[config.mk]
export PLATFORM = sky130hd
export DESIGN_NAME = uart_rx_flat
export DESIGN_NICKNAME = d
export VERILOG_FILES = /design/src/rtl/uart_pkg.sv /design/src/rtl/uart_rx_if.sv /design/src/rtl/uart_rx_sync2.sv /design/src/rtl/uart_rx.sv /design/src/flat_wrapper.sv
export SDC_FILE = /design/constraint.sdc
export NUM_CORES = 1
export LEC_CHECK = 0
export CAP_MARGIN = 20
export CORE_MARGIN = 4
export CORE_UTILIZATION = 55
export CTS_CLUSTER_DIAMETER = 200
export DETAILED_ROUTE_END_ITERATION = 6
export GPL_ROUTABILITY_DRIVEN = 1
export GPL_TIMING_DRIVEN = 1
export PLACE_DENSITY_LB_ADDON = 0.15
export SETUP_SLACK_MARGIN = 0.1
export SYNTH_ARGS = -nofsm -noshare
export SYNTH_HDL_FRONTEND = slang
export SYNTH_SLANG_ARGS = --single-unit
[constraint.sdc]
create_clock -name clk -period 1.45 [get_ports clk]
set_input_delay 0.29 -clock clk [delete_from_list [all_inputs] [get_ports clk]]
set_output_delay 0.29 -clock clk [all_outputs]
set_load 0.005 [all_outputs]
[src/rtl/uart_pkg.sv]
// Shared UART definitions: receiver/transmitter FSM encoding and bit-timing helper.
package uart_pkg;

    // Receiver FSM states; BREAK absorbs a line held low after a bad stop bit.
    typedef enum logic [2:0] {
        ST_IDLE  = 3'd0,
        ST_START = 3'd1,
        ST_DATA  = 3'd2,
        ST_STOP  = 3'd3,
        ST_BREAK = 3'd4
    } uart_state_e;

    // Clocks per bit period, truncating integer division (12 MHz / 115200 = 104).
    function automatic int unsigned calc_clks_per_bit(input int unsigned clk_freq,
                                                      input int unsigned baud);
        return clk_freq / baud;
    endfunction

endpackage

[src/rtl/uart_rx_if.sv]
// Byte handshake between the UART receiver (master) and its consumer (slave).
interface uart_rx_if;
    logic [7:0] rx_data;
    logic       rx_valid;
    logic       rx_ready;

    modport master (
        output rx_data,
        output rx_valid,
        input  rx_ready
    );

    modport slave (
        input  rx_data,
        input  rx_valid,
        output rx_ready
    );
endinterface

[src/rtl/uart_rx_sync2.sv]
// Two-flop synchronizer for an asynchronous, idle-high input; resets to 1.
module sync2 (
    input  logic clk,
    input  logic rst_n,
    input  logic d,
    output logic q
);

    logic meta;

    // Shift the asynchronous input through two flops; preset high so reset looks idle.
    always_ff @(posedge clk or negedge rst_n) begin
        if (!rst_n) begin
            meta <= 1'b1;
            q    <= 1'b1;
        end else begin
            meta <= d;
            q    <= meta;
        end
    end

endmodule

[src/rtl/uart_rx.sv]
// 8N1 UART receiver, LSB first, mid-bit sampling, one-entry holding register.
module uart_rx
    import uart_pkg::*;
#(
    parameter int unsigned CLK_FREQ = 12000000,
    parameter int unsigned BAUD     = 115200
) (
    input  logic     clk,
    input  logic     reset_n,
    input  logic     serial_rxd,
    uart_rx_if.master rx,
    output logic     frame_err,
    output logic     overrun,
    output logic     busy
);

    localparam int unsigned CLKS_PER_BIT = calc_clks_per_bit(CLK_FREQ, BAUD);
    localparam int          CNT_W        = $clog2(CLKS_PER_BIT);
    localparam logic [CNT_W-1:0] CNT_LAST = CNT_W'(CLKS_PER_BIT - 1);
    localparam logic [CNT_W-1:0] CNT_MID  = CNT_W'(CLKS_PER_BIT / 2 - 1);
    localparam logic [CNT_W-1:0] CNT_ONE  = CNT_W'(1);

    logic [1:0]       rst_pipe;
    logic             rst_n_int;
    logic             rxd_s;
    logic             rxd_prev;

    uart_state_e      state_q, state_d;
    logic [CNT_W-1:0] cnt_q, cnt_d;
    logic [2:0]       bit_idx_q, bit_idx_d;
    logic [7:0]       shift_q, shift_d;
    logic             deliver;
    logic             stop_err;

    // Reset asserts immediately but releases two clocks later, clean of clk.
    always_ff @(posedge clk or negedge reset_n) begin
        if (!reset_n) begin
            rst_pipe <= 2'b00;
        end else begin
            rst_pipe <= {rst_pipe[0], 1'b1};
        end
    end

    assign rst_n_int = rst_pipe[1];

    sync2 u_sync2 (
        .clk   (clk),
        .rst_n (rst_n_int),
        .d     (serial_rxd),
        .q     (rxd_s)
    );

    // Registered copy of the synchronized line for start-edge detection.
    always_ff @(posedge clk or negedge rst_n_int) begin
        if (!rst_n_int) begin
            rxd_prev <= 1'b1;
        end else begin
            rxd_prev <= rxd_s;
        end
    end

    // FSM and datapath registers.
    // NOTE: every register here takes <= so all flops update from the same
    // pre-edge values; blocking '=' would make results depend on statement order.
    always_ff @(posedge clk or negedge rst_n_int) begin
        if (!rst_n_int) begin
            state_q   <= ST_IDLE;
            cnt_q     <= '0;
            bit_idx_q <= '0;
            shift_q   <= '0;
        end else begin
            state_q   <= state_d;
            cnt_q     <= cnt_d;
            bit_idx_q <= bit_idx_d;
            shift_q   <= shift_d;
        end
    end

    // Next-state logic: bit timing, sampling and frame decisions.
    // NOTE: every output of this block gets a default first so no path leaves
    // one unassigned, which would infer a latch.
    always_comb begin
        state_d   = state_q;
        cnt_d     = cnt_q;
        bit_idx_d = bit_idx_q;
        shift_d   = shift_q;
        deliver   = 1'b0;
        stop_err  = 1'b0;

        unique case (state_q)
            ST_IDLE: begin
                if (rxd_prev && !rxd_s) begin
                    state_d = ST_START;
                    cnt_d   = '0;
                end
            end

            ST_START: begin
                if (cnt_q == CNT_MID) begin
                    // A line back high by mid start bit was only a glitch.
                    cnt_d     = '0;
                    bit_idx_d = '0;
                    state_d   = rxd_s ? ST_IDLE : ST_DATA;
                end else begin
                    cnt_d = cnt_q + CNT_ONE;
                end
            end

            ST_DATA: begin
                if (cnt_q == CNT_LAST) begin
                    cnt_d   = '0;
                    shift_d = {rxd_s, shift_q[7:1]};
                    if (bit_idx_q == 3'd7) begin
                        state_d = ST_STOP;
                    end else begin
                        bit_idx_d = bit_idx_q + 3'd1;
                    end
                end else begin
                    cnt_d = cnt_q + CNT_ONE;
                end
            end

            ST_STOP: begin
                if (cnt_q == CNT_LAST) begin
                    // Leave at mid stop bit so a following start edge is not missed.
                    cnt_d = '0;
                    if (rxd_s) begin
                        deliver = 1'b1;
                        state_d = ST_IDLE;
                    end else begin
                        stop_err = 1'b1;
                        state_d  = ST_BREAK;
                    end
                end else begin
                    cnt_d = cnt_q + CNT_ONE;
                end
            end

            ST_BREAK: begin
                if (rxd_s) begin
                    state_d = ST_IDLE;
                end
            end

            default: begin
                state_d = ST_IDLE;
            end
        endcase
    end

    // Holding register, handshake and one-cycle status pulses.
    // NOTE: all outputs reset explicitly so nothing, including a partial byte,
    // leaks out of an aborted frame.
    always_ff @(posedge clk or negedge rst_n_int) begin
        if (!rst_n_int) begin
            rx.rx_data  <= 8'h00;
            rx.rx_valid <= 1'b0;
            frame_err   <= 1'b0;
            overrun     <= 1'b0;
        end else begin
            frame_err <= stop_err;
            overrun   <= deliver && rx.rx_valid && !rx.rx_ready;
            if (deliver && (!rx.rx_valid || rx.rx_ready)) begin
                // Load wins over accept, so a same-cycle accept has no valid gap.
                rx.rx_data  <= shift_q;
                rx.rx_valid <= 1'b1;
            end else if (rx.rx_valid && rx.rx_ready) begin
                rx.rx_valid <= 1'b0;
            end
        end
    end

    assign busy = (state_q != ST_IDLE);

endmodule
[src/flat_wrapper.sv]
// flat-port wrapper written by rule: the top's interface ports become plain ports
module uart_rx_flat import uart_pkg::*;
#(
    parameter int unsigned CLK_FREQ = 12000000,
    parameter int unsigned BAUD     = 115200
)
  (clk, reset_n, serial_rxd, frame_err, overrun, busy, rx_rx_data, rx_rx_valid, rx_rx_ready);
  uart_rx_if rx_i ();
  input  logic clk;
  input  logic reset_n;
  input  logic serial_rxd;
  output logic frame_err;
  output logic overrun;
  output logic busy;
  output wire logic [$bits(rx_i.rx_data)-1:0] rx_rx_data;
  output wire logic [$bits(rx_i.rx_valid)-1:0] rx_rx_valid;
  input wire logic [$bits(rx_i.rx_ready)-1:0] rx_rx_ready;
  assign rx_rx_data = rx_i.rx_data;
  assign rx_rx_valid = rx_i.rx_valid;
  assign rx_i.rx_ready = rx_rx_ready;
  uart_rx #(.CLK_FREQ(CLK_FREQ), .BAUD(BAUD)) u_core (.clk(clk), .reset_n(reset_n), .serial_rxd(serial_rxd), .rx(rx_i), .frame_err(frame_err), .overrun(overrun), .busy(busy));
endmodule
==> results_tabular.tex, run 1 <==
\begin{tabular}{lr}
\hline
Metric & Value \\
\hline
\multicolumn{2}{l}{\textbf{Power and ir drop}} \\
Leakage dissipation & 1.236 nW \\
Power share of the combinational group & 0.341 \\
Total Power & 2.935 mW \\
Share of power burned in the clock network & 0.249 \\
Share of power burned in registers & 0.410 \\
Ratio of total power to cell area & 1153 nW/um2 \\
Internal power & 2.007 mW \\
Switching share of power & 0.3165 \\
Net switching component of the power & 0.9290 mW \\
Peak VDD IR & 0.8388 mV \\
\multicolumn{2}{l}{\textbf{Worst setup path}} \\
CP Capture Type & flip-flop \\
Worst Reg2Reg Path Length in Cells & 6 \\
Maximum net fanout on the critical path & 3 \\
CP Capture Point & u\_core.bit\_idx\_q[0] \\
Type of element launching the critical path & flip-flop \\
Worst reg2reg startpoint & u\_core.bit\_idx\_q[1] \\
Launching element of the worst setup path & u\_core.bit\_idx\_q[1] \\
Type of the worst setup path & flip-flop to flip-flop \\
Worst reg-to-reg setup slack & -0.59 ns \\
Endpoint of the worst-slack reg-to-reg timing path & u\_core.bit\_idx\_q[0] \\
CP required & 1.70 ns \\
Arr. time, crit path & 2.29 ns \\
\multicolumn{2}{l}{\textbf{Clocking}} \\
Total number of clock tree sinks & 37 \\
Clock buffer count from CTS & 5 \\
Deepest level of the CTS H-tree & 2 \\
Clock latency of the later-clocked register in the worst-skew pair & 0.37 ns \\
Clk Tree Root Cell & sky130\_fd\_sc\_hd\_\_clkbuf\_4 \\
Clock slew at the register clock pins of the worst setup and hold paths & 0.12 ns \\
Clock tree from TritonCTS & yes \\
Maximum number of buffers from clock root to sink & 2 \\
\multicolumn{2}{l}{\textbf{Floorplanning}} \\
I/O pins & 16 \\
Core area & 2829 um2 \\
Height of the chip & 63.09 um \\
Starting density of the core & 0.5900 \\
Die Area & 3980 um2 \\
DIE WIDTH & 63.09 um \\
Number of rows created at floorplan & 19 \\
\multicolumn{2}{l}{\textbf{Drt}} \\
Count of TritonRoute iterations in the first routing pass & 4 \\
Total vias in the final route & 1511 \\
WL/cell & 24.03 um \\
Avg Vias per Cell & 6.349 \\
Violation count after the first detailed-route iteration & 139 \\
Count of antenna-violating nets left after detailed routing & 0 \\
Total Wirelength & 5720 um \\
DRC violation count after routing & 0 \\
\multicolumn{2}{l}{\textbf{Yosys}} \\
Yosys Warn Count & 0 \\
Area fraction in compound gates after synthesis & 0.1027 \\
Number of distinct library cell variants in the gate-level netlist after synthesis & 36 \\
Cell Area, Synth & 1669 um2 \\
Mean cell area of the mapped netlist & 12.18 um2 \\
Synth Register Bits & 37 \\
Post-synthesis instance total & 137 \\
Fraction of the mapped netlist area in adder cells & 0.02249 \\
Sequential share of the synthesized area & 0.5570 \\
Multiplexer share of the synthesized area & 0.1327 \\
Simple-gate area share of the yosys netlist & 0.1507 \\
Number of nets produced by synthesis & 144 \\
Dominant combinational cell family by area after synthesis & simple AND/OR/NAND/NOR gates \\
Post-synthesis share of cell area spent on xor and xnor gates & 0.005247 \\
\multicolumn{2}{l}{\textbf{Timing}} \\
Final Critical Period & 2.036 ns \\
Setup-failing EPs final & 33 \\
Clock tree skew after final layout & 0.02208 ns \\
Minimum setup slack in the final design & -0.5863 ns \\
RSZ-0062 raised after global routing & yes \\
Period utilisation layout & 1.404 \\
Highest Clock Rate & 491.1 MHz \\
Hold WS & 0.08467 ns \\
Final Hold Vio Count & 0 \\
Final max-slew violation count & 0 \\
\multicolumn{2}{l}{\textbf{Place}} \\
Count of port buffers added during placement & 15 \\
Cell count after placement & 204 \\
Dpl hpwl & 2372 um \\
Placer Congestion & 0.8947 \\
\multicolumn{2}{l}{\textbf{GRT}} \\
Number of global-route vias before repair & 1453 \\
Pin count of the biggest net entering global routing & 36 \\
Global-route wire length before repair & 6506 um \\
Overflow left after global routing & 0 \\
Antenna violations before repair & 0 \\
Global-route total usage across every layer & 0.2098 \\
\multicolumn{2}{l}{\textbf{Cells and area}} \\
Final core utilization & 0.8996 \\
Number of antenna diodes & 0 \\
Post-layout nets & 213 \\
Most frequent standard cell in the layout excluding fill and tap cells & sky130\_fd\_sc\_hd\_\_buf\_4 \\
Top library cells by usage in the layout, fill and taps aside & 44 x sky130\_fd\_sc\_hd\_\_buf\_4, 34 x sky130\_fd\_sc\_hd\_\_dfrtp\_1, 17 x sky130\_fd\_sc\_hd\_\_mux2\_4 \\
Number of cells in the finished layout apart from fillers & 238 \\
Ratio of cells with drive above 1 in the final layout & 0.5362 \\
Area Growth Syn to Fin & 52.47\% \\
\multicolumn{2}{l}{\textbf{Flow run}} \\
Reported max-cap violation count & 0 \\
\multicolumn{2}{l}{\textbf{Min path}} \\
HP Class & input port to async pin \\
\multicolumn{2}{l}{\textbf{Outcome}} \\
Status & finished, violations left \\
Failing checks & setup timing \\
\hline
\end{tabular}
==> registers in the layout, summed over array words and instances (netlist names) <==
| name | count |
|---|---|
| u_core.u_sync2.q | 1 |
| u_core.rx.rx_data | 8 |
| u_core.rx.rx_valid | 1 |
| u_core.u_sync2.meta | 1 |
| u_core.rst_pipe | 2 |
| u_core.cnt_q | 7 |
| u_core.overrun | 1 |
| u_core.frame_err | 1 |
| u_core.bit_idx_q | 3 |
| u_core.shift_q | 8 |
| u_core.rxd_prev | 1 |
| u_core.state_q | 3 |
==> power by group through the flow <==
| stage | Combinational (mW) | Clock, mW | Sequential, mW |
|---|---|---|---|
| floorplan | 0.259 | 0 | 1.24 |
| global placement | 0.544 | 0 | 1.19 |
| detailed placement | 0.557 | 0 | 1.20 |
| CTS | 0.721 | 0.712 | 1.20 |
| global route | 1.06 | 0.785 | 1.22 |
| finish | 1.00 | 0.730 | 1.20 |
==> through the flow <==
step | TNS, ns | setup WS [ns] | instance area [um2]
4_1_cts | -10.37 | -0.5640 | 2331
6_report | -11.74 | -0.5863 | 2545
3_3_place_gp | -9.963 | -0.5971 | 2046
2_1_floorplan | -11.10 | -0.5836 | 1699
5_1_grt | -14.06 | -0.6306 | 2545
3_5_place_dp | -11.43 | -0.6505 | 2046
==> cells in the mapped netlist <==
cell                         n  area, um2
sky130_fd_sc_hd__clkbuf_1    3      11.26
sky130_fd_sc_hd__a22oi_1     1      7.510
sky130_fd_sc_hd__inv_1       3      11.26
sky130_fd_sc_hd__nor2_1      8      30.03
sky130_fd_sc_hd__nand4_1     2      12.51
sky130_fd_sc_hd__nand2b_1    4      25.02
sky130_fd_sc_hd__dfstp_2     3      78.83
sky130_fd_sc_hd__or3b_2      2      17.52
sky130_fd_sc_hd__nand4bb_1   1      11.26
sky130_fd_sc_hd__or3_2       1      7.510
sky130_fd_sc_hd__or4b_4      1      13.76
sky130_fd_sc_hd__dfrtp_1    34      850.8
sky130_fd_sc_hd__a21o_1      2      15.01
sky130_fd_sc_hd__a211oi_1    5      37.54
sky130_fd_sc_hd__nand4b_1    1      8.760
sky130_fd_sc_hd__buf_6       2      22.52
sky130_fd_sc_hd__ha_1        3      37.54
sky130_fd_sc_hd__nor4bb_1    1      10.01
sky130_fd_sc_hd__o21ai_0     3      15.01
sky130_fd_sc_hd__o211ai_1    1      7.510
sky130_fd_sc_hd__mux2_4      8      120.1
sky130_fd_sc_hd__and3_1      2      12.51
sky130_fd_sc_hd__mux2_2      9      101.4
sky130_fd_sc_hd__or2_1       1      6.260
sky130_fd_sc_hd__nor3_1      3      15.01
sky130_fd_sc_hd__nand2_1    11      41.29
sky130_fd_sc_hd__or3_1       1      6.260
sky130_fd_sc_hd__xor2_1      1      8.760
sky130_fd_sc_hd__conb_1      1      3.750
sky130_fd_sc_hd__a2111oi_0   1      8.760
sky130_fd_sc_hd__a22o_1      2      17.52
sky130_fd_sc_hd__o31ai_1     3      22.52
sky130_fd_sc_hd__a21oi_1     8      40.04
sky130_fd_sc_hd__nor2b_1     1      6.260
sky130_fd_sc_hd__nor4_2      1      12.51
sky130_fd_sc_hd__nand3_1     3      15.01
==> critical path, stage by stage, from the launching register on <==
cell	delay (ns)
sky130_fd_sc_hd__dfrtp_1	0.42
sky130_fd_sc_hd__ha_2	0.19
sky130_fd_sc_hd__ha_4	0.16
sky130_fd_sc_hd__or3b_4	0.37
sky130_fd_sc_hd__or3_4	0.33
sky130_fd_sc_hd__a21o_1	0.20
sky130_fd_sc_hd__mux2_4	0.27
==> area by class of cell <==
type	instances	area, um2
Fill cell	116	284.0
Tap cell	31	38.79
Inverter	3	11.26
Sequential cell	37	929.6
Clock buffer	6	41.29
Clock inverter	2	35.03
Multi-Input combinational cell	92	927.1
Timing Repair Buffer	67	561.8
==> logic make-up after synthesis <==
group | Yosys count
and+or+nand+nor | 44
buffers and inverters | 8
xor gates and xnor gates | 1
adders and majority gates | 3
other | 1
DFF | 37
muxes | 17
AOI/OAI and AO/OA | 26
==> what timing repair did <==
action | 4_1_cts | 5_1_grt
resized for setup | 41 | 26
pin swaps | 14 | 13
endpoints found under the setup margin | 44 | 40
hold buffers | 0 | 0
buffers inserted | 12 | 15
==> metal layers <==
| layer | share of wire | vias to the layer above | global-route usage |
|---|---|---|---|
| li1 | - | 637 | - |
| met1 | 0.38 | 763 | 0.2316 |
| met2 | 0.51 | 86 | 0.3544 |
| met3 | 0.057 | 25 | 0.06750 |
| met4 | 0.048 | 0 | 0.1185 |
| met5 | 0 | - | 0 |
==> worst min path at each step <==
stage,startpoint,end
after floorplan,reset_n,u_core.rst_pipe[0]
after global placement,u_core.rst_pipe[1],u_core.rx.rx_data[6]
after detailed placement,u_core.rst_pipe[1],u_core.rx.rx_data[6]
after CTS,reset_n,u_core.rst_pipe[1]
after global routing,reset_n,u_core.rst_pipe[0]
final,reset_n,u_core.rst_pipe[1]
Note: power is estimated with default switching activity, not from simulation.
==> run 2, diff against run 1 <==
--- a/config.mk
+++ b/config.mk
@@ -12,8 +12,11 @@
 export DETAILED_ROUTE_END_ITERATION = 6
 export GPL_ROUTABILITY_DRIVEN = 1
 export GPL_TIMING_DRIVEN = 1
+export HOLD_SLACK_MARGIN = 0.05
 export PLACE_DENSITY_LB_ADDON = 0.15
+export RECOVER_POWER = 25
 export SETUP_SLACK_MARGIN = 0.1
 export SYNTH_ARGS = -nofsm -noshare
 export SYNTH_HDL_FRONTEND = slang
 export SYNTH_SLANG_ARGS = --single-unit
+export TNS_END_PERCENT = 100
==> run 2 against run 1 <==
The run still ends with setup timing left. Power is essentially flat. Routed wire length is essentially flat. Critical path depth is the same. Maximum frequency is the same. Critical endpoint unchanged. Largest power group unchanged.
==> results_tabular.tex, run 2 (same netlist as run 1, synthesis figures left out) <==
\begin{tabular}{lr}
\hline
Metric & Value \\
\hline
\multicolumn{2}{l}{\textbf{Cells and area}} \\
Ratio of cells with drive above 1 in the final layout & 0.5362 (unchanged) \\
Number of antenna diodes & 0 (unchanged) \\
Area of all placed cells without fillers & 2542 um2 (about the same) \\
Top library cells by usage in the layout, fill and taps aside & 43 x sky130\_fd\_sc\_hd\_\_buf\_4, 34 x sky130\_fd\_sc\_hd\_\_dfrtp\_1, 17 x sky130\_fd\_sc\_hd\_\_mux2\_4 \\
Final core utilization & 0.8987 (about the same) \\
Area Growth Syn to Fin & 52.32\% (about the same) \\
Most frequent standard cell in the layout excluding fill and tap cells & sky130\_fd\_sc\_hd\_\_buf\_4 \\
Largest registers & u\_core.rx.rx\_data (8), u\_core.shift\_q (8), u\_core.cnt\_q (7) \\
Fill cells & 117 (+0.86\%) \\
Number of cells in the finished layout apart from fillers & 238 (unchanged) \\
Post-layout nets & 213 (unchanged) \\
\multicolumn{2}{l}{\textbf{Place}} \\
Worst slack at placement & -0.6505 ns (unchanged) \\
Cell count after placement & 204 (unchanged) \\
Count of port buffers added during placement & 15 (unchanged) \\
Dpl hpwl & 2372 um (unchanged) \\
Placer Congestion & 0.8947 (unchanged) \\
Standard cell area after detailed placement & 2046 um2 (unchanged) \\
\multicolumn{2}{l}{\textbf{Power and ir drop}} \\
Leakage dissipation & 1.236 nW (about the same) \\
Peak VDD IR & 0.8388 mV (unchanged) \\
Total Power & 2.933 mW (about the same) \\
Ratio of total power to cell area & 1154 nW/um2 (about the same) \\
\multicolumn{2}{l}{\textbf{Floorplanning}} \\
Height of the chip & 63.09 um (unchanged) \\
Starting density of the core & 0.5900 (unchanged) \\
Core area & 2829 um2 (unchanged) \\
Die Area & 3980 um2 (unchanged) \\
I/O pins & 16 (unchanged) \\
DIE WIDTH & 63.09 um (unchanged) \\
Number of rows created at floorplan & 19 (unchanged) \\
\multicolumn{2}{l}{\textbf{Timing}} \\
Transition time at the pin with the least slew margin & 0.8551 ns \\
Hold WS & 0.1536 ns (+0.06896 ns) \\
Final Critical Period & 2.036 ns (unchanged) \\
Highest Clock Rate & 491.1 MHz (unchanged) \\
Final Hold Vio Count & 0 (unchanged) \\
Period utilisation layout & 1.404 (unchanged) \\
Post-Route Setup TNS & -11.74 ns (+0.0001000 ns) \\
Clock tree skew after final layout & 0.02208 ns (+0.0000001000 ns) \\
Setup-failing EPs final & 33 (unchanged) \\
RSZ-0062 raised after global routing & yes \\
Worst relative slew slack & 0.4299 \\
Final max-slew violation count & 0 (unchanged) \\
Minimum setup slack in the final design & -0.5863 ns (unchanged) \\
\multicolumn{2}{l}{\textbf{Worst setup path}} \\
Type of the worst setup path & flip-flop to flip-flop \\
Maximum net fanout on the critical path & 3 (unchanged) \\
CP required & 1.70 ns (about the same) \\
Launching element of the worst setup path & u\_core.bit\_idx\_q[1] \\
Type of element launching the critical path & flip-flop \\
Worst reg-to-reg setup slack & -0.59 ns (about the same) \\
CP Capture Point & u\_core.bit\_idx\_q[0] \\
Worst Reg2Reg Path Length in Cells & 6 (unchanged) \\
Endpoint of the worst-slack reg-to-reg timing path & u\_core.bit\_idx\_q[0] \\
CP Capture Type & flip-flop \\
Worst reg2reg startpoint & u\_core.bit\_idx\_q[1] \\
Arr. time, crit path & 2.29 ns (about the same) \\
\multicolumn{2}{l}{\textbf{Clocking}} \\
Clock buffer count from CTS & 5 (unchanged) \\
Clock tree from TritonCTS & yes \\
Maximum number of buffers from clock root to sink & 2 (unchanged) \\
Total number of clock tree sinks & 37 (unchanged) \\
Clock latency of the later-clocked register in the worst-skew pair & 0.37 ns (about the same) \\
Deepest level of the CTS H-tree & 2 (unchanged) \\
Clock slew at the register clock pins of the worst setup and hold paths & 0.12 ns (about the same) \\
Clk Tree Root Cell & sky130\_fd\_sc\_hd\_\_clkbuf\_4 \\
\multicolumn{2}{l}{\textbf{Drt}} \\
DRC violation count after routing & 0 (unchanged) \\
Violation count after the first detailed-route iteration & 139 (unchanged) \\
Count of antenna-violating nets left after detailed routing & 0 (unchanged) \\
Total Wirelength & 5718 um (about the same) \\
Avg Vias per Cell & 6.349 (unchanged) \\
Total vias in the final route & 1511 (unchanged) \\
WL/cell & 24.03 um (about the same) \\
Count of TritonRoute iterations in the first routing pass & 4 (unchanged) \\
\multicolumn{2}{l}{\textbf{GRT}} \\
Global-route wire length before repair & 6506 um (unchanged) \\
Overflow left after global routing & 0 (unchanged) \\
Number of global-route vias before repair & 1453 (unchanged) \\
Global-route total usage across every layer & 0.2098 (unchanged) \\
Antenna violations before repair & 0 (unchanged) \\
Pin count of the biggest net entering global routing & 36 (unchanged) \\
\multicolumn{2}{l}{\textbf{Outcome}} \\
Status & finished, violations left \\
Failing checks & setup timing \\
\multicolumn{2}{l}{\textbf{Min path}} \\
HP Class & input port to async pin \\
\multicolumn{2}{l}{\textbf{Flow run}} \\
Reported max-cap violation count & 0 (unchanged) \\
\hline
\end{tabular}
[run 2: area by class of cell]
type                    instances  area [um2]  share of cell area
multi-input cells              92       927.1              0.3647
flip-flops and latches         37       929.6              0.3656
repair buffers                 67       559.3              0.2200
inverters                       3       11.26            0.004429
clock inverters                 2       35.03             0.01378
clock buffers                   6       41.29             0.01624
well taps                      31       38.79             0.01526
[run 2: worst min-delay path by stage]
stage                            start                   end  slack [ns]  depth (start not counted)
global placement    u_core.rst_pipe[1]  u_core.rx.rx_data[6]        0.27                          1
finish                         reset_n    u_core.rst_pipe[1]        0.15                          1
global route                   reset_n    u_core.rst_pipe[0]        0.13                          1
CTS                            reset_n    u_core.rst_pipe[1]        0.09                          1
floorplan                      reset_n    u_core.rst_pipe[0]      -0.006                          0
detailed placement  u_core.rst_pipe[1]  u_core.rx.rx_data[6]        0.29                          1
[run 2: layer usage]
layer  up-vias  track usage  part of all wire
met5         -            0                 0
met4         0       0.1185             0.048
met3        25      0.06750             0.057
met2        86       0.3544              0.51
met1       763       0.2316              0.38
li1        637            -                 -
[run 2: where the power goes]
group / total [mW] / switching, mW / internal, mW / leakage [nW]
logic: 0.999 / 0.481 / 0.519 / 0.703
registers: 1.20 / 0.0796 / 1.12 / 0.490
clock network: 0.730 / 0.369 / 0.362 / 0.0422
[run 2: worst max-delay path, cell delays in order, from the launching register on]
cell,delay [ns]
sky130_fd_sc_hd__dfrtp_1,0.42
sky130_fd_sc_hd__ha_2,0.19
sky130_fd_sc_hd__ha_4,0.16
sky130_fd_sc_hd__or3b_4,0.37
sky130_fd_sc_hd__or3_4,0.33
sky130_fd_sc_hd__a21o_1,0.20
sky130_fd_sc_hd__mux2_4,0.27
[run 2: repair_timing]
action                     CTS  global route
gates resized for setup     41            26
pin swaps                   14            13
buffers inserted            12            15
hold buffers                 0             0
hold endpoints to repair     0             0
setup endpoints to repair   44            40
==> run 3, diff against run 2 <==
--- a/config.mk
+++ b/config.mk
@@ -6,6 +6,7 @@
 export NUM_CORES = 1
 export LEC_CHECK = 0
 export CAP_MARGIN = 20
+export CORE_ASPECT_RATIO = 1.25
 export CORE_MARGIN = 4
 export CORE_UTILIZATION = 55
 export CTS_CLUSTER_DIAMETER = 200
@@ -14,7 +15,7 @@
 export GPL_TIMING_DRIVEN = 1
 export HOLD_SLACK_MARGIN = 0.05
 export PLACE_DENSITY_LB_ADDON = 0.15
-export RECOVER_POWER = 25
+export RECOVER_POWER = 100
 export SETUP_SLACK_MARGIN = 0.1
 export SYNTH_ARGS = -nofsm -noshare
 export SYNTH_HDL_FRONTEND = slang
==> run 3 against run 2 <==
The run still ends with setup timing left. Power shrank 5.0%. Sequential share of layout area decreased by 0.39 points. Clock power decreased by 14%. Worst hold slack improved by 0.0075 ns. Routed wire length fell by 14%. Die area up 0.13%. Sequential power hardly changed. Clock-buffer cell count is 1 higher. Cell area increased by 1.1%. Flip-flop and latch count did not move. Largest cell class unchanged. Critical path depth unchanged. Highest routed layer unchanged.
==> results_tabular.tex, run 3 (same netlist as run 1, synthesis figures left out) <==
\begin{tabular}{lr}
\hline
Metric & Value \\
\hline
\multicolumn{2}{l}{\textbf{Floorplanning}} \\
Height of the chip & 69.59 um (+10\%) \\
Number of rows created at floorplan & 22 (+3) \\
DIE WIDTH & 57.27 um (-9.2\%) \\
I/O pins & 16 (unchanged) \\
Starting density of the core & 0.5720 (-0.01796) \\
Core area & 2918 um2 (+3.1\%) \\
Die Area & 3985 um2 (+0.13\%) \\
\multicolumn{2}{l}{\textbf{Clocking}} \\
Clock buffer count from CTS & 5 (unchanged) \\
Clock slew at the register clock pins of the worst setup and hold paths & 0.11 ns (about the same) \\
Clock latency of the later-clocked register in the worst-skew pair & 0.36 ns (about the same) \\
Clock tree from TritonCTS & yes \\
Maximum number of buffers from clock root to sink & 2 (unchanged) \\
Number of buffers added to fix hold violations after cts & 0 (unchanged) \\
Total number of clock tree sinks & 37 (unchanged) \\
Clk Tree Root Cell & sky130\_fd\_sc\_hd\_\_clkbuf\_4 \\
Deepest level of the CTS H-tree & 2 (unchanged) \\
\multicolumn{2}{l}{\textbf{Drt}} \\
DRC violation count after routing & 0 (unchanged) \\
Violation count after the first detailed-route iteration & 68 (-51\%) \\
Avg Vias per Cell & 5.735 (-9.7\%) \\
WL/cell & 19.99 um (-17\%) \\
Total Wirelength & 4898 um (-14\%) \\
Count of antenna-violating nets left after detailed routing & 0 (unchanged) \\
Count of TritonRoute iterations in the first routing pass & 4 (unchanged) \\
Total vias in the final route & 1405 (-7.0\%) \\
\multicolumn{2}{l}{\textbf{Min path}} \\
HP Class & input port to async pin \\
\multicolumn{2}{l}{\textbf{Cells and area}} \\
Post-layout nets & 215 (+0.94\%) \\
Most frequent standard cell in the layout excluding fill and tap cells & sky130\_fd\_sc\_hd\_\_buf\_4 \\
Largest registers & u\_core.rx.rx\_data (8), u\_core.shift\_q (8), u\_core.cnt\_q (7) \\
Ratio of cells with drive above 1 in the final layout & 0.5598 (+0.02358) \\
Number of cells in the finished layout apart from fillers & 245 (+2.9\%) \\
Area Growth Syn to Fin & 53.97\% \\
Top library cells by usage in the layout, fill and taps aside & 39 x sky130\_fd\_sc\_hd\_\_buf\_4, 34 x sky130\_fd\_sc\_hd\_\_dfrtp\_1, 17 x sky130\_fd\_sc\_hd\_\_mux2\_4 \\
Final core utilization & 0.8808 (-0.01793) \\
Number of antenna diodes & 0 (unchanged) \\
\multicolumn{2}{l}{\textbf{Outcome}} \\
Failing checks & setup timing \\
Status & finished, violations left \\
\multicolumn{2}{l}{\textbf{Worst setup path}} \\
Arr. time, crit path & 2.26 ns (-0.03 ns) \\
CP Capture Type & flip-flop \\
Maximum net fanout on the critical path & 3 (unchanged) \\
CP required & 1.69 ns (about the same) \\
Worst reg-to-reg setup slack & -0.57 ns (+0.02 ns) \\
Type of element launching the critical path & flip-flop \\
Type of the worst setup path & flip-flop to flip-flop \\
Worst reg2reg startpoint & u\_core.bit\_idx\_q[0] \\
Endpoint of the worst-slack reg-to-reg timing path & u\_core.bit\_idx\_q[0] \\
List of cells traversed by the critical path & ha\_2, ha\_4, or3b\_4, or3\_4, a21o\_1, mux2\_4 \\
Biggest cell delay along the critical path & 0.41 ns (about the same) \\
Slowest-stage cell, CP & sky130\_fd\_sc\_hd\_\_dfrtp\_1 \\
Worst Reg2Reg Path Length in Cells & 6 (unchanged) \\
\multicolumn{2}{l}{\textbf{Place}} \\
Placer Congestion & 0.8691 (-2.9\%) \\
Dpl hpwl & 2325 um (-2.0\%) \\
Cell count after placement & 209 (+2.5\%) \\
Count of port buffers added during placement & 15 (unchanged) \\
Worst slack at placement & -0.6610 ns (-0.01053 ns) \\
\multicolumn{2}{l}{\textbf{GRT}} \\
Global-route total usage across every layer & 0.2187 (+0.008925) \\
Overflow left after global routing & 0 (unchanged) \\
Global-route wire length before repair & 6658 um (+2.3\%) \\
Pin count of the biggest net entering global routing & 36 (unchanged) \\
Antenna violations before repair & 0 (unchanged) \\
Number of global-route vias before repair & 1429 (-1.7\%) \\
\multicolumn{2}{l}{\textbf{Power and ir drop}} \\
Peak VDD IR & 1.020 mV (+22\%) \\
Power share of the combinational group & 0.345 (+0.004) \\
Leakage dissipation & 1.244 nW (+0.64\%) \\
Total Power & 2.787 mW (-5.0\%) \\
Ratio of total power to cell area & 1084 nW/um2 (-6.0\%) \\
Share of power burned in the clock network & 0.226 (-0.023) \\
Net switching component of the power & 0.8764 mW (-5.7\%) \\
Internal power & 1.910 mW (-4.7\%) \\
Switching share of power & 0.3145 (-0.002163) \\
Share of power burned in registers & 0.429 (+0.019) \\
\multicolumn{2}{l}{\textbf{Timing}} \\
Final max-slew violation count & 0 (unchanged) \\
Final Hold Vio Count & 0 (unchanged) \\
Period utilisation layout & 1.391 (-0.01346) \\
Transition time at the pin with the least slew margin & 0.8423 ns (-0.01279 ns) \\
Highest Clock Rate & 495.8 MHz (+0.97\%) \\
RSZ-0062 raised after global routing & yes \\
Post-Route Setup TNS & -10.67 ns (+1.073 ns) \\
Clock tree skew after final layout & 0.01302 ns (-0.009067 ns) \\
Final Critical Period & 2.017 ns (-0.01951 ns) \\
Setup-failing EPs final & 30 (-9.1\%) \\
Minimum setup slack in the final design & -0.5668 ns (+0.01951 ns) \\
Worst relative slew slack & 0.4384 (+0.008528) \\
\multicolumn{2}{l}{\textbf{Flow run}} \\
Reported max-cap violation count & 0 (unchanged) \\
\hline
\end{tabular}
## run 3: cell count changes in the layout (fill, tap and decap cells not counted), sizes merged
cell	previous run	this run
clkdlybuf4s15	2	1
buf	51	54
bufinv	1	0
clkbuf	8	9
## run 3: what timing repair did
action / CTS / global route
buffers inserted: 11 / 19
setup endpoints to repair: 41 / 37
pin swaps: 13 / 16
resized for setup: 53 / 26
## run 3: layer usage
metal / routed length, um / global-route usage
met4: 142 / 0.1108
met1: 1980 / 0.2415
met2: 2560 / 0.3774
met5: 0 / 0
met3: 215 / 0.05773
## run 3: area by class of cell
type | instances | area, um2
Timing Repair Buffer | 69 | 591.8
Tap cell | 36 | 45.04
Sequential cell | 37 | 929.6
Inverter | 3 | 11.26
Fill cell | 139 | 347.8
Multi-Input combinational cell | 92 | 922.1
Clock buffer | 7 | 65.06
Clock inverter | 1 | 5.005
## run 3: worst max path at each step
stage / from / to / slack, ns / cells after the start
6_report: u_core.bit_idx_q[0] / u_core.bit_idx_q[0] / -0.57 / 6
3_3_place_gp: u_core.bit_idx_q[1] / u_core.bit_idx_q[0] / -0.59 / 6
3_5_place_dp: u_core.bit_idx_q[1] / u_core.bit_idx_q[0] / -0.66 / 6
2_1_floorplan: u_core.cnt_q[3] / u_core.rx.rx_data[0] / -0.58 / 6
5_1_grt: u_core.bit_idx_q[0] / u_core.bit_idx_q[0] / -0.61 / 6
4_1_cts: u_core.bit_idx_q[0] / u_core.bit_idx_q[0] / -0.63 / 6
## run 3: critical path: cells and delay by family, from the launching register on
kind | cells | cell delay [ns]
AND/OR/NAND/NOR | 2 | 0.69
flip-flops | 1 | 0.41
adder cells (fa/ha/maj) | 2 | 0.35
AO/OA/AOI/OAI | 1 | 0.19
multiplexers | 1 | 0.26
## run 3: stage by stage
step,hold slack [ns],cell area (um2)
final,0.1611,2570
after global routing,0.1538,2570
after CTS,0.08446,2356
after detailed placement,0.3084,2052
after global placement,0.2855,2052
after floorplan,-0.005591,1699
## run 3: power groups by stage
stage | sequential (mW) | clock, mW | combinational (mW)
finish | 1.20 | 0.630 | 0.961
global route | 1.20 | 0.689 | 1.03
CTS | 1.18 | 0.635 | 0.663
detailed placement | 1.19 | 0 | 0.558
global placement | 1.19 | 0 | 0.544
floorplan | 1.24 | 0 | 0.259
